<file path="src/rtl/l2_plru_pkg.sv">
// Shared tree pseudo-LRU helpers: victim walk and touch update over a heap-ordered node vector.
// Functions are sized for the largest supported tree and trimmed by the caller.
package l2_plru_pkg;

  localparam int MAX_WAYS  = 64;
  localparam int MAX_NODES = MAX_WAYS - 1;
  localparam int MAX_WAY_W = 6;
  localparam int MAX_LVL   = 6;

  typedef logic [MAX_NODES-1:0] plru_tree_t;
  typedef logic [MAX_WAY_W-1:0] plru_way_t;
  typedef logic [MAX_WAY_W-1:0] plru_node_t;

  // Node bit 1 steers the victim into the lower half, so each step goes to ~bit.
  function automatic plru_way_t plru_victim(input plru_tree_t tree, input int num_ways);
    int         levels;
    plru_node_t node;
    plru_way_t  way;
    logic       dir;
    levels = $clog2(num_ways);
    node   = '0;
    way    = '0;
    dir    = 1'b0;
    for (int lvl = 0; lvl < MAX_LVL; lvl++) begin
      if (lvl < levels) begin
        dir  = ~tree[node];
        way  = {way[MAX_WAY_W-2:0], dir};
        node = {node[MAX_WAY_W-2:0], 1'b0} + plru_node_t'(1) + plru_node_t'(dir);
      end
    end
    return way;
  endfunction

  function automatic plru_tree_t plru_update(input plru_tree_t tree, input plru_way_t way,
                                             input int num_ways);
    plru_tree_t t;
    plru_node_t node;
    plru_way_t  sh;
    int         levels;
    logic       up;
    t      = tree;
    levels = $clog2(num_ways);
    node   = '0;
    sh     = '0;
    up     = 1'b0;
    for (int lvl = 0; lvl < MAX_LVL; lvl++) begin
      if (lvl < levels) begin
        sh      = way >> (levels - 1 - lvl);
        up      = sh[0];
        t[node] = up;
        node    = {node[MAX_WAY_W-2:0], 1'b0} + plru_node_t'(1) + plru_node_t'(up);
      end
    end
    return t;
  endfunction

endpackage

</file>
<file path="src/rtl/l2_plru_tree_logic.sv">
// Combinational PLRU datapath: victim selection (invalid ways first) for the lookup tree
// and next-state tree for a touched way.
module l2_plru_tree_logic
  import l2_plru_pkg::*;
#(
  parameter int NUM_WAYS = 4,
  parameter int WAY_W    = $clog2(NUM_WAYS),
  parameter int NODES    = NUM_WAYS - 1
) (
  input  logic [NODES-1:0]    look_tree_i,
  input  logic [NUM_WAYS-1:0] way_valid_i,
  output logic [WAY_W-1:0]    victim_o,
  input  logic [NODES-1:0]    upd_tree_i,
  input  logic [WAY_W-1:0]    upd_way_i,
  output logic [NODES-1:0]    upd_tree_o
);

  logic             any_inv;
  logic [WAY_W-1:0] inv_way;

  // Descending scan leaves the lowest-index invalid way as the winner.
  always_comb begin
    any_inv = 1'b0;
    inv_way = '0;
    for (int i = NUM_WAYS - 1; i >= 0; i--) begin
      if (!way_valid_i[i]) begin
        any_inv = 1'b1;
        inv_way = WAY_W'(i);
      end
    end
    victim_o = any_inv ? inv_way
                       : WAY_W'(plru_victim(plru_tree_t'(look_tree_i), NUM_WAYS));
  end

  always_comb begin
    upd_tree_o = NODES'(plru_update(plru_tree_t'(upd_tree_i), plru_way_t'(upd_way_i), NUM_WAYS));
  end

endmodule

</file>
<file path="src/rtl/l2_plru_tracker.sv">
// Per-set tree PLRU state for the L2 with registered victim output, touch-to-lookup
// forwarding on the same set, and a single-cycle flush.
module l2_plru_tracker
  import l2_plru_pkg::*;
#(
  parameter int NUM_WAYS = 4,
  parameter int NUM_SETS = 32,
  parameter int SET_W    = $clog2(NUM_SETS),
  parameter int WAY_W    = $clog2(NUM_WAYS)
) (
  input  logic                clk,
  input  logic                rst_n,
  input  logic                flush,
  input  logic                lookup_valid,
  input  logic [SET_W-1:0]    lookup_set,
  input  logic [NUM_WAYS-1:0] way_valid,
  output logic                victim_valid,
  output logic [WAY_W-1:0]    victim_way,
  input  logic                touch_valid,
  input  logic [SET_W-1:0]    touch_set,
  input  logic [WAY_W-1:0]    touch_way
);

  localparam int NODES = NUM_WAYS - 1;

  logic [NODES-1:0] tree_q [NUM_SETS];
  logic [NODES-1:0] touch_tree;
  logic [NODES-1:0] touch_tree_next;
  logic [NODES-1:0] look_tree;
  logic             fwd;
  logic [WAY_W-1:0] victim_way_d;
  logic             victim_valid_q;
  logic [WAY_W-1:0] victim_way_q;

  assign touch_tree = tree_q[touch_set];
  // A flushing touch never lands, so the lookup must not see it either.
  assign fwd        = touch_valid & ~flush & (touch_set == lookup_set);
  assign look_tree  = fwd ? touch_tree_next : tree_q[lookup_set];

  l2_plru_tree_logic #(
    .NUM_WAYS (NUM_WAYS),
    .WAY_W    (WAY_W),
    .NODES    (NODES)
  ) u_tree_logic (
    .look_tree_i (look_tree),
    .way_valid_i (way_valid),
    .victim_o    (victim_way_d),
    .upd_tree_i  (touch_tree),
    .upd_way_i   (touch_way),
    .upd_tree_o  (touch_tree_next)
  );

  always_ff @(posedge clk) begin
    if (!rst_n) begin
      for (int s = 0; s < NUM_SETS; s++) tree_q[s] <= '0;
      victim_valid_q <= 1'b0;
      victim_way_q   <= '0;
    end else begin
      if (flush) begin
        for (int s = 0; s < NUM_SETS; s++) tree_q[s] <= '0;
      end else if (touch_valid) begin
        tree_q[touch_set] <= touch_tree_next;
      end
      victim_valid_q <= lookup_valid;
      if (lookup_valid) victim_way_q <= victim_way_d;
    end
  end

  assign victim_valid = victim_valid_q;
  assign victim_way   = victim_way_q;

endmodule

</file>
<file path="config.mk">
export PLATFORM = sky130hd
export DESIGN_NAME = l2_plru_tracker
export DESIGN_NICKNAME = d
export VERILOG_FILES = /design/src/rtl/l2_plru_pkg.sv /design/src/rtl/l2_plru_tree_logic.sv /design/src/rtl/l2_plru_tracker.sv
export SDC_FILE = /design/constraint.sdc
export NUM_CORES = 1
export LEC_CHECK = 0
export CELL_PAD_IN_SITES_DETAIL_PLACEMENT = 0
export CELL_PAD_IN_SITES_GLOBAL_PLACEMENT = 2
export CORE_ASPECT_RATIO = 1.1
export CORE_MARGIN = 2
export CORE_UTILIZATION = 35
export DETAILED_ROUTE_END_ITERATION = 10
export DONT_BUFFER_PORTS = 1
export MAX_ROUTING_LAYER = met4
export PLACE_DENSITY_LB_ADDON = 0.1
export SKIP_CTS_REPAIR_TIMING = 1
export SYNTH_ARGS = -nofsm -noshare
export SYNTH_HDL_FRONTEND = slang
export SYNTH_SLANG_ARGS = --single-unit
</file>
<file path="constraint.sdc">
create_clock -name clk -period 2.5 [get_ports clk]
set_clock_uncertainty 0.2 [all_clocks]
set_input_delay 0.375 -clock clk [delete_from_list [all_inputs] [get_ports clk]]
set_output_delay 0.375 -clock clk [all_outputs]
set_load 0.01 [all_outputs]
</file>
==> results.md, run 1 <==
- Number of synthesized register bits: 99
- Post-DR wirelength/cell: 23.46 µm
- Share of cells above drive strength 1: 0.2437
- Final nets: 455
- First-pass GRT wire length: 22130 µm
- I/O pin cnt: 24
- Outcome: finished with violations
- H-Tree Level Count: 3
- CTS tree: done
- Fmax: 397.9 MHz
- Worst VDD drop: 299.8 µV
- Drt first pass iters: 4
- WS Path Type: flop to flop
- Crit-path cells: mux4_2 > a22oi_2 > nand3_1 > a211o_1 > o21ai_4 > clkbuf_16 > nor2_1
- Post-Syn Nets: 456
- Commonest non-fill, non-tap cell in the layout: edfxtp_1
- Total detailed-routing wirelength: 14900 µm
- Placed cell areas: 0.005487 mm²
- Warnings, synthesis: 0
- Unrepaired setup endpoints after global routing: true
- Crit path DAT: 2.43 ns
- Violated checks: setup timing
- Crit path launch type: flop
- CP endpoint kind: flop
- Hold WC Path Type: primary input to flop
- Setup violators final: 6
- Cell Area, Synth: 0.005273 mm²
- Die Span X: 121.0 µm
- Max-capacitance violation count: 0
- Clock Sinks: 99
- TritonCTS Buffers: 9
- Worst slew pin tran: 0.5038 ns
- Cell Pwr Density: 611.0 mW/mm²
- Initial antenna violation count: 0
- Core area: 0.01488 mm²
- Crit-path slowest cell: mux4_2
- Sequential area share after synthesis: 0.5581
- Critical path's largest stage delay: 0.52 ns
- Clk pin slew, worst setup/hold paths: 0.07 ns
- Die area: 0.01606 mm²
- Tot GR Track Use: 0.2008
- Final hold viol count: 0
- Layout area overhead: 12.53%
- Worst path bufs/invs: 1
- Fin area: 0.005933 mm²
- Vias in the first global route: 3473
- Slew margin rel.: 0.6616
- Fin. max-slew vios: 0
- Final TNS setup: -0.04324 ns
- CP top delay family: compound AO/OA/AOI/OAI gates
- Cells after Synth: 435
- Mean post-synth cell area: 12.12 µm²
- Asr flop ratio synth: 0
- Critical-path maximum fanout: 6
- GRT overflow: 0
- Minimum clock period: 2.513 ns
- DIE HEIGHT: 132.7 µm
- Initial core utilization: 0.3544
- Clk buf depth: 2
- GPL Wtd Cong: 0.7570
- Multi-input gate area: 0.002227 mm²
- Layout Cells excl Fill: 635
- Number of flops mapped to enable cells by yosys: 96
- Slack of the critical path: -0.01318 ns
- CP required: 2.42 ns
- DP HPWL: 10160 µm
- Period utilization: 1.005
- DRC viols: 0
- Port bufs: 0
- Largest net degree at the start of global routing: 34
- Starting DRT DRC Count: 217
- Placed Cells: 613
- Most frequent cells in the layout: edfxtp_1, nor2_1, nand2_1
- Number of vias per cell: 5.455
- Fillers: 1441
- P_leak: 2.110 nW
- Diode count: 0
- DR vias: 3464
- Clk root buf: clkbuf_16
- Clk_lat worst skew: 0.36 ns
- Yosys cell types: 37
- Most used DFF post-synth: edfxtp_1
- Storage element area: 0.002943 mm²
- Post-DRT Antenna Nets: 0
- # rows: 47
[cells by family after synthesis]
| logic type | count (synthesis) | synth area share |
|---|---|---|
| DFF | 99 | 0.5581 |
| xor gates and xnor gates | 5 | 0.008305 |
| buffers and inverters | 40 | 0.03654 |
| muxes | 50 | 0.1884 |
| and+or+nand+nor | 216 | 0.1718 |
| AOI/OAI and AO/OA | 25 | 0.03678 |
[final cells by class]
class	count	area share
Timing Repair Buffer	23	0.03880
Tap cell	196	0.04133
Inverter	5	0.003163
Multi-Input combinational cell	296	0.3754
Clock inverter	7	0.007381
Sequential cell	99	0.4960
Clock buffer	9	0.03796
[worst paths after layout]
kind | startpoint | to | slack, ns | cells after the start
min reg2reg | victim_way[1] | victim_way[1] | 0.32 | 2
min | lookup_set[4] | victim_way[0] | 0.04 | 2
max reg2reg | tree_q[3][2] | tree_q[24][2] | -0.01 | 7
max | tree_q[3][2] | tree_q[24][2] | -0.01 | 7
[metrics by stage]
stage	setup slack, ns	total power, mW	hold WS, ns	util
finish	-0.01318	3.625	0.04224	0.3988
global route	-0.06074	3.736	0.05249	0.3988
floorplan	0.08603	2.231	0.2693	-
CTS	-0.03828	3.623	-0.1136	0.3868
global placement	0.03741	2.315	0.2737	0.3688
detailed placement	-0.02041	2.316	0.2741	0.3688
[Yosys cell counts, drive strengths merged (2+ instances only)]
cell    count  area [µm²]
dfxtp       3       60.06
mux2        4       45.04
o21ai       5       32.53
a22oi       6       45.04
a211o       3       26.28
edfxtp     96        2883
xor2        4       35.03
nor4        2       12.51
a22o        3       26.28
nor3        4       20.02
nor2b       7       43.79
nor3b       5       37.54
clkbuf     12       45.04
and3b       3       26.28
a211oi      2       15.01
and3        3       18.77
mux2i       7       70.07
mux4       39       878.3
a21oi       2       10.01
nand2      73       274.0
inv         4       15.01
buf        23       128.9
nor2      103       386.6
nand3      13       65.06
[state kept, by name (all words and copies together), names as in the netlist]
name,cells
tree_q,96
victim_valid,1
victim_way,2
[power breakdown]
group / total (mW) / leakage (nW) / switching (mW) / internal, mW
logic: 0.385 / 0.899 / 0.202 / 0.183
registers: 1.93 / 1.09 / 0.0407 / 1.89
clock network: 1.31 / 0.125 / 0.639 / 0.670
[per-layer routing]
metal,global-route usage,routed length [µm],up-vias
met2,0.3018,7094,74
met1,0.2666,6808,1777
met3,0.03750,635,20
met5,-,0,-
li1,-,-,1593
met4,0.08592,357,0
No activity file was read; power rests on OpenSTA's default activity.
==> run 2, diff against run 1 <==
==> constraint.sdc (replaced) <==
create_clock -name clk -period 2.5 [get_ports clk]
set_clock_uncertainty 0.2 [all_clocks]
set_input_delay 0.25 -clock clk [delete_from_list [all_inputs] [get_ports clk]]
set_output_delay 0.25 -clock clk [all_outputs]
set_load 0.01 [all_outputs]
==> results.md, run 2 (synthesis gave the netlist of run 1 again) <==
- Outcome: finished with violations
- Violated checks: hold timing
- Placed cell areas: 0.005472 mm² (-0.27%)
- Worst Hold Slack: -0.01023 ns (-0.05248 ns)
- # rows: 47 (unchanged)
- TritonCTS Buffers: 9 (unchanged)
- Fmax: 413.5 MHz (+3.9%)
- Drt first pass iters: 5 (+1)
- Clock Sinks: 99 (unchanged)
- Commonest non-fill, non-tap cell in the layout: nor2_1
- Clk buf depth: 2 (unchanged)
- Combinational Power Share: 0.102 (-0.004)
- Crit path launch type: flop
- Most frequent cells in the layout: nor2_1, edfxtp_1, nand2_1
- Minimum clock period: 2.418 ns (-0.09483 ns)
- Total detailed-routing wirelength: 14860 µm (-0.22%)
- Initial antenna violation count: 0 (unchanged)
- Placed Cells: 611 (-0.33%)
- Worst slew pin tran: 0.4931 ns (-0.01065 ns)
- Clock power frac: 0.358 (-0.003)
- Die area: 0.01606 mm² (unchanged)
- Fillers: 1455 (+0.97%)
- CP required: 2.41 ns (about the same)
- Fin area: 0.005823 mm² (-1.9%)
- CP endpoint kind: flop
- Post-DRT Antenna Nets: 0 (unchanged)
- Slew margin rel.: 0.6712 (+0.009687)
- Cell Pwr Density: 613.4 mW/mm² (+0.41%)
- Int Power: 2.729 mW (-0.52%)
- Clk_lat worst skew: 0.36 ns (about the same)
- Fin. max-slew vios: 0 (unchanged)
- Unrepaired setup endpoints after global routing: false
- Crit path DAT: 2.33 ns (-0.10 ns)
- Initial core utilization: 0.3544 (unchanged)
- Seq pwr share: 0.540 (+0.008)
- DP HPWL: 9987 µm (-1.7%)
- Top reg by flops: tree_q
- Number of vias per cell: 5.378 (-1.4%)
- Core area: 0.01488 mm² (unchanged)
- Layout Cells excl Fill: 633 (-0.31%)
- Tot GR Track Use: 0.2019 (+0.001093)
- GRT overflow: 0 (unchanged)
- Die Span X: 121.0 µm (unchanged)
- I/O pin cnt: 24 (unchanged)
- Port bufs: 0 (unchanged)
- Setup violators final: 0 (-6)
- First-pass GRT wire length: 22320 µm (+0.87%)
- Multi-input gate area: 0.002161 mm² (-3.0%)
- Worst VDD drop: 322.0 µV (+7.4%)
- Final Core Density: 0.3914 (-0.007401)
- CTS tree: done
- Critical-path maximum fanout: 6 (unchanged)
- Vias in the first global route: 3502 (+0.84%)
- Largest register FFs: 96 (unchanged)
- Switch share: 0.2362 (-0.007159)
- P_leak: 2.102 nW (-0.37%)
- Starting DRT DRC Count: 250 (+15%)
- Final nets: 453 (-0.44%)
- Clk root buf: clkbuf_16
- Largest net degree at the start of global routing: 34 (unchanged)
- Hold WC Path Type: primary input to flop
- Final hold viol count: 1 (+1)
- Max-capacitance violation count: 0 (unchanged)
- Share of cells above drive strength 1: 0.1831 (-0.06067)
- GPL Wtd Cong: 0.7822 (+3.3%)
- Diode count: 0 (unchanged)
- Switching pwr: 843.6 µW (-4.4%)
- H-Tree Level Count: 3 (unchanged)
- Clk pin slew, worst setup/hold paths: 0.07 ns (about the same)
- WS Path Type: flop to flop
- DR vias: 3404 (-1.7%)
- Storage element area: 0.002943 mm² (unchanged)
- Layout area overhead: 10.44%
- DRC viols: 0 (unchanged)
- Post-DR wirelength/cell: 23.48 µm (about the same)
- DIE HEIGHT: 132.7 µm (unchanged)
- Period utilization: 0.9673 (-0.03793)
run 2: cell types whose count changed in the layout (fill, tap and decap cells not counted), moves of 2 or more:
cell / previous run / this run
nor2_1: 79 / 103
buf_4: 14 / 12
nor2_2: 22 / 0
clkinvlp_4: 2 / 0
dlygate4sd3_1: 2 / 4
clkinv_2: 0 / 3
nor2_4: 2 / 0
run 2: cell type report:
type	count	area share
flip-flops and latches	99	0.5054
multi-input cells	296	0.3711
well taps	196	0.04211
clock buffers	10	0.03932
repair buffers	21	0.03352
clock inverters	6	0.005372
inverters	5	0.003223
run 2: layer usage:
metal  part of all wire  up-vias  global-route usage
met4              0.015        0             0.06589
met5                  0        -                   -
met3              0.054       12             0.03491
met1               0.45     1706              0.2755
li1                   -     1590                   -
met2               0.48       96              0.3071
run 2: per-stage QoR:
stage	setup TNS (ns)	worst slack, ns	power (mW)	hold WS, ns
detailed placement	0	0.009241	2.311	0.1491
floorplan	0	0.2110	2.231	0.1443
global route	0	0.006631	3.695	0.006255
finish	0	0.08165	3.572	-0.01023
CTS	-0.02298	-0.006378	3.587	-0.2280
global placement	0	0.03372	2.309	0.1486
run 2: final timing paths:
kind            startpoint            end  slack, ns  cells after the start
max          tree_q[19][2]  tree_q[23][2]       0.08                      7
min reg2reg  victim_way[1]  victim_way[1]       0.32                      2
min           way_valid[0]  victim_way[1]      -0.01                      2
max reg2reg  tree_q[19][2]  tree_q[23][2]       0.08                      7
run 2: power groups by stage:
stage	Combinational (mW)	Sequential, mW	Clock [mW]
after global placement	0.346	1.96	0
after CTS	0.347	1.93	1.31
after floorplan	0.289	1.94	0
after detailed placement	0.346	1.96	0
final	0.365	1.93	1.28
after global routing	0.392	1.94	1.37
run 2: worst max-delay path, stage by stage, from the launching register on:
cell	delay [ns]
edfxtp_1	0.41
mux4_2	0.54
a21oi_2	0.19
nand3_1	0.10
a211o_1	0.30
o21ai_4	0.16
buf_4	0.23
nor2_1	0.04
==> run 3, diff against run 2 <==
Settings changed: GPL_TIMING_DRIVEN set to 0.
==> results.md, run 3 (synthesis gave the netlist of run 1 again) <==
- Period utilization: 1.017 (+0.04958)
- Final total power: 3.864 mW (+8.2%)
- Fin area: 0.006203 mm² (+6.5%)
- Clock Sinks: 99 (unchanged)
- Post-DR wirelength/cell: 24.35 µm (+3.7%)
- Placed cell areas: 0.005550 mm² (+1.4%)
- CP endpoint kind: flop
- Cell Pwr Density: 622.9 mW/mm² (+1.5%)
- Die area: 0.01606 mm² (unchanged)
- Largest net degree at the start of global routing: 17 (-50%)
- GPL Wtd Cong: 0.8677 (+11%)
- Outcome: finished with violations
- H-Tree Level Count: 3 (unchanged)
- DP HPWL: 11680 µm (+17%)
- Initial core utilization: 0.3544 (unchanged)
- Clk_lat worst skew: 0.36 ns (about the same)
- Diode count: 0 (unchanged)
- First-pass GRT wire length: 23270 µm (+4.3%)
- Worst slew pin tran: 0.8823 ns (+0.3892 ns)
- Clock power frac: 0.368 (+0.010)
- Clk buf depth: 2 (unchanged)
- Most frequent cells in the layout: edfxtp_1, nor2_1, nand2_1
- Fin. max-slew vios: 0 (unchanged)
- Initial antenna violation count: 0 (unchanged)
- Clk root buf: clkbuf_16
- DRC viols: 0 (unchanged)
- Share of cells above drive strength 1: 0.2457 (+0.06266)
- Commonest non-fill, non-tap cell in the layout: edfxtp_1
- Pre-CTS WS: -0.6692 ns (-0.6785 ns)
- Worst VDD drop: 294.8 µV (-8.5%)
- Minimum clock period: 2.542 ns (+0.1239 ns)
- Clk pin slew, worst setup/hold paths: 0.07 ns (about the same)
- Total detailed-routing wirelength: 16170 µm (+8.8%)
- Slack of the critical path: -0.04230 ns (-0.1239 ns)
- Drt first pass iters: 4 (-1)
- Hold WC Path Type: primary input to flop
- Tot GR Track Use: 0.2119 (+0.009992)
- I/O pin cnt: 24 (unchanged)
- Top reg by flops: tree_q
- Post-DRT Antenna Nets: 0 (unchanged)
- DIE HEIGHT: 132.7 µm (unchanged)
- Crit path launch type: flop
- CTS tree: done
- Number of vias per cell: 5.462 (+1.6%)
- Layout Cells excl Fill: 664 (+4.9%)
- # rows: 47 (unchanged)
- CP required: 2.42 ns (about the same)
- Violated checks: setup timing
- Max-capacitance violation count: 0 (unchanged)
- Vias in the first global route: 3605 (+2.9%)
- GRT overflow: 0 (unchanged)
- Storage element area: 0.002943 mm² (unchanged)
- Fillers: 1417 (-2.6%)
- Seq pwr share: 0.501 (-0.039)
- Switching pwr: 979.5 µW (+16%)
- Combinational Power Share: 0.132 (+0.030)
- Multi-input gate area: 0.002262 mm² (+4.7%)
- Switch share: 0.2535 (+0.01733)
- Final TNS setup: -0.5127 ns (-0.5127 ns)
- Starting DRT DRC Count: 307 (+23%)
- Fmax: 393.3 MHz (-4.9%)
- WS Path Type: flop to flop
- Layout area overhead: 17.66%
- Slew margin rel.: 0.4072 (-0.2640)
- Final hold viol count: 0 (-1)
- Largest register FFs: 96 (unchanged)
- Port bufs: 0 (unchanged)
- TritonCTS Buffers: 9 (unchanged)
- Critical-path maximum fanout: 5 (-1)
- Die Span X: 121.0 µm (unchanged)
- Core area: 0.01488 mm² (unchanged)
- Final nets: 484 (+6.8%)
- DR vias: 3627 (+6.6%)
- Crit path DAT: 2.46 ns (+0.13 ns)
- Placed Cells: 633 (+3.6%)
- Setup violators final: 25 (+25)
- P_leak: 2.218 nW (+5.5%)
- Int Power: 2.884 mW (+5.7%)
- Unrepaired setup endpoints after global routing: true
[run 3: per-stage QoR]
stage | utilization | hold slack (ns)
2_1_floorplan | - | 0.1443
3_3_place_gp | 0.3709 | 0.1510
3_5_place_dp | 0.3731 | 0.1658
4_1_cts | 0.3927 | -0.2153
5_1_grt | 0.4170 | 0.03777
6_report | 0.4170 | 0.02790
[run 3: worst max-delay path, stage by stage, from the launching register on]
cell	delay, ns
edfxtp_1	0.42
mux4_2	0.53
a22oi_2	0.19
nand3_1	0.10
a211o_1	0.35
o21ai_4	0.15
buf_12	0.16
clkbuf_16	0.15
nor2_1	0.04
[run 3: power groups by stage]
stage	sequential, mW	combinational (mW)	clock (mW)
floorplan	1.94	0.289	0
global placement	1.97	0.414	0
detailed placement	1.97	0.415	0
CTS	1.94	0.416	1.44
global route	1.94	0.538	1.50
finish	1.93	0.509	1.42
[run 3: metal layers]
metal  GRT usage  wire (µm)  vias to the layer above
li1            -          -                     1649
met1      0.2844       7089                     1850
met2      0.3180       7655                      101
met3     0.04181        991                       27
met4     0.08075        429                        0
met5           -          0                        -
[run 3: final timing paths]
check / start / end / slack [ns] / cells past startpoint
worst max-delay path: tree_q[7][2] / tree_q[4][2] / -0.04 / 8
worst min-delay path: touch_way[1] / tree_q[3][1] / 0.03 / 2
worst max register to register: tree_q[7][2] / tree_q[4][2] / -0.04 / 8
worst min register to register: victim_way[1] / victim_way[1] / 0.34 / 2
[run 3: area by class of cell]
cell class | count | share of cell area
clock buffers | 9 | 0.03630
clock inverters | 7 | 0.01069
multi-input cells | 296 | 0.3647
plain buffers | 35 | 0.03630
inverters | 5 | 0.003025
flip-flops and latches | 99 | 0.4744
well taps | 196 | 0.03953
repair buffers | 17 | 0.03509
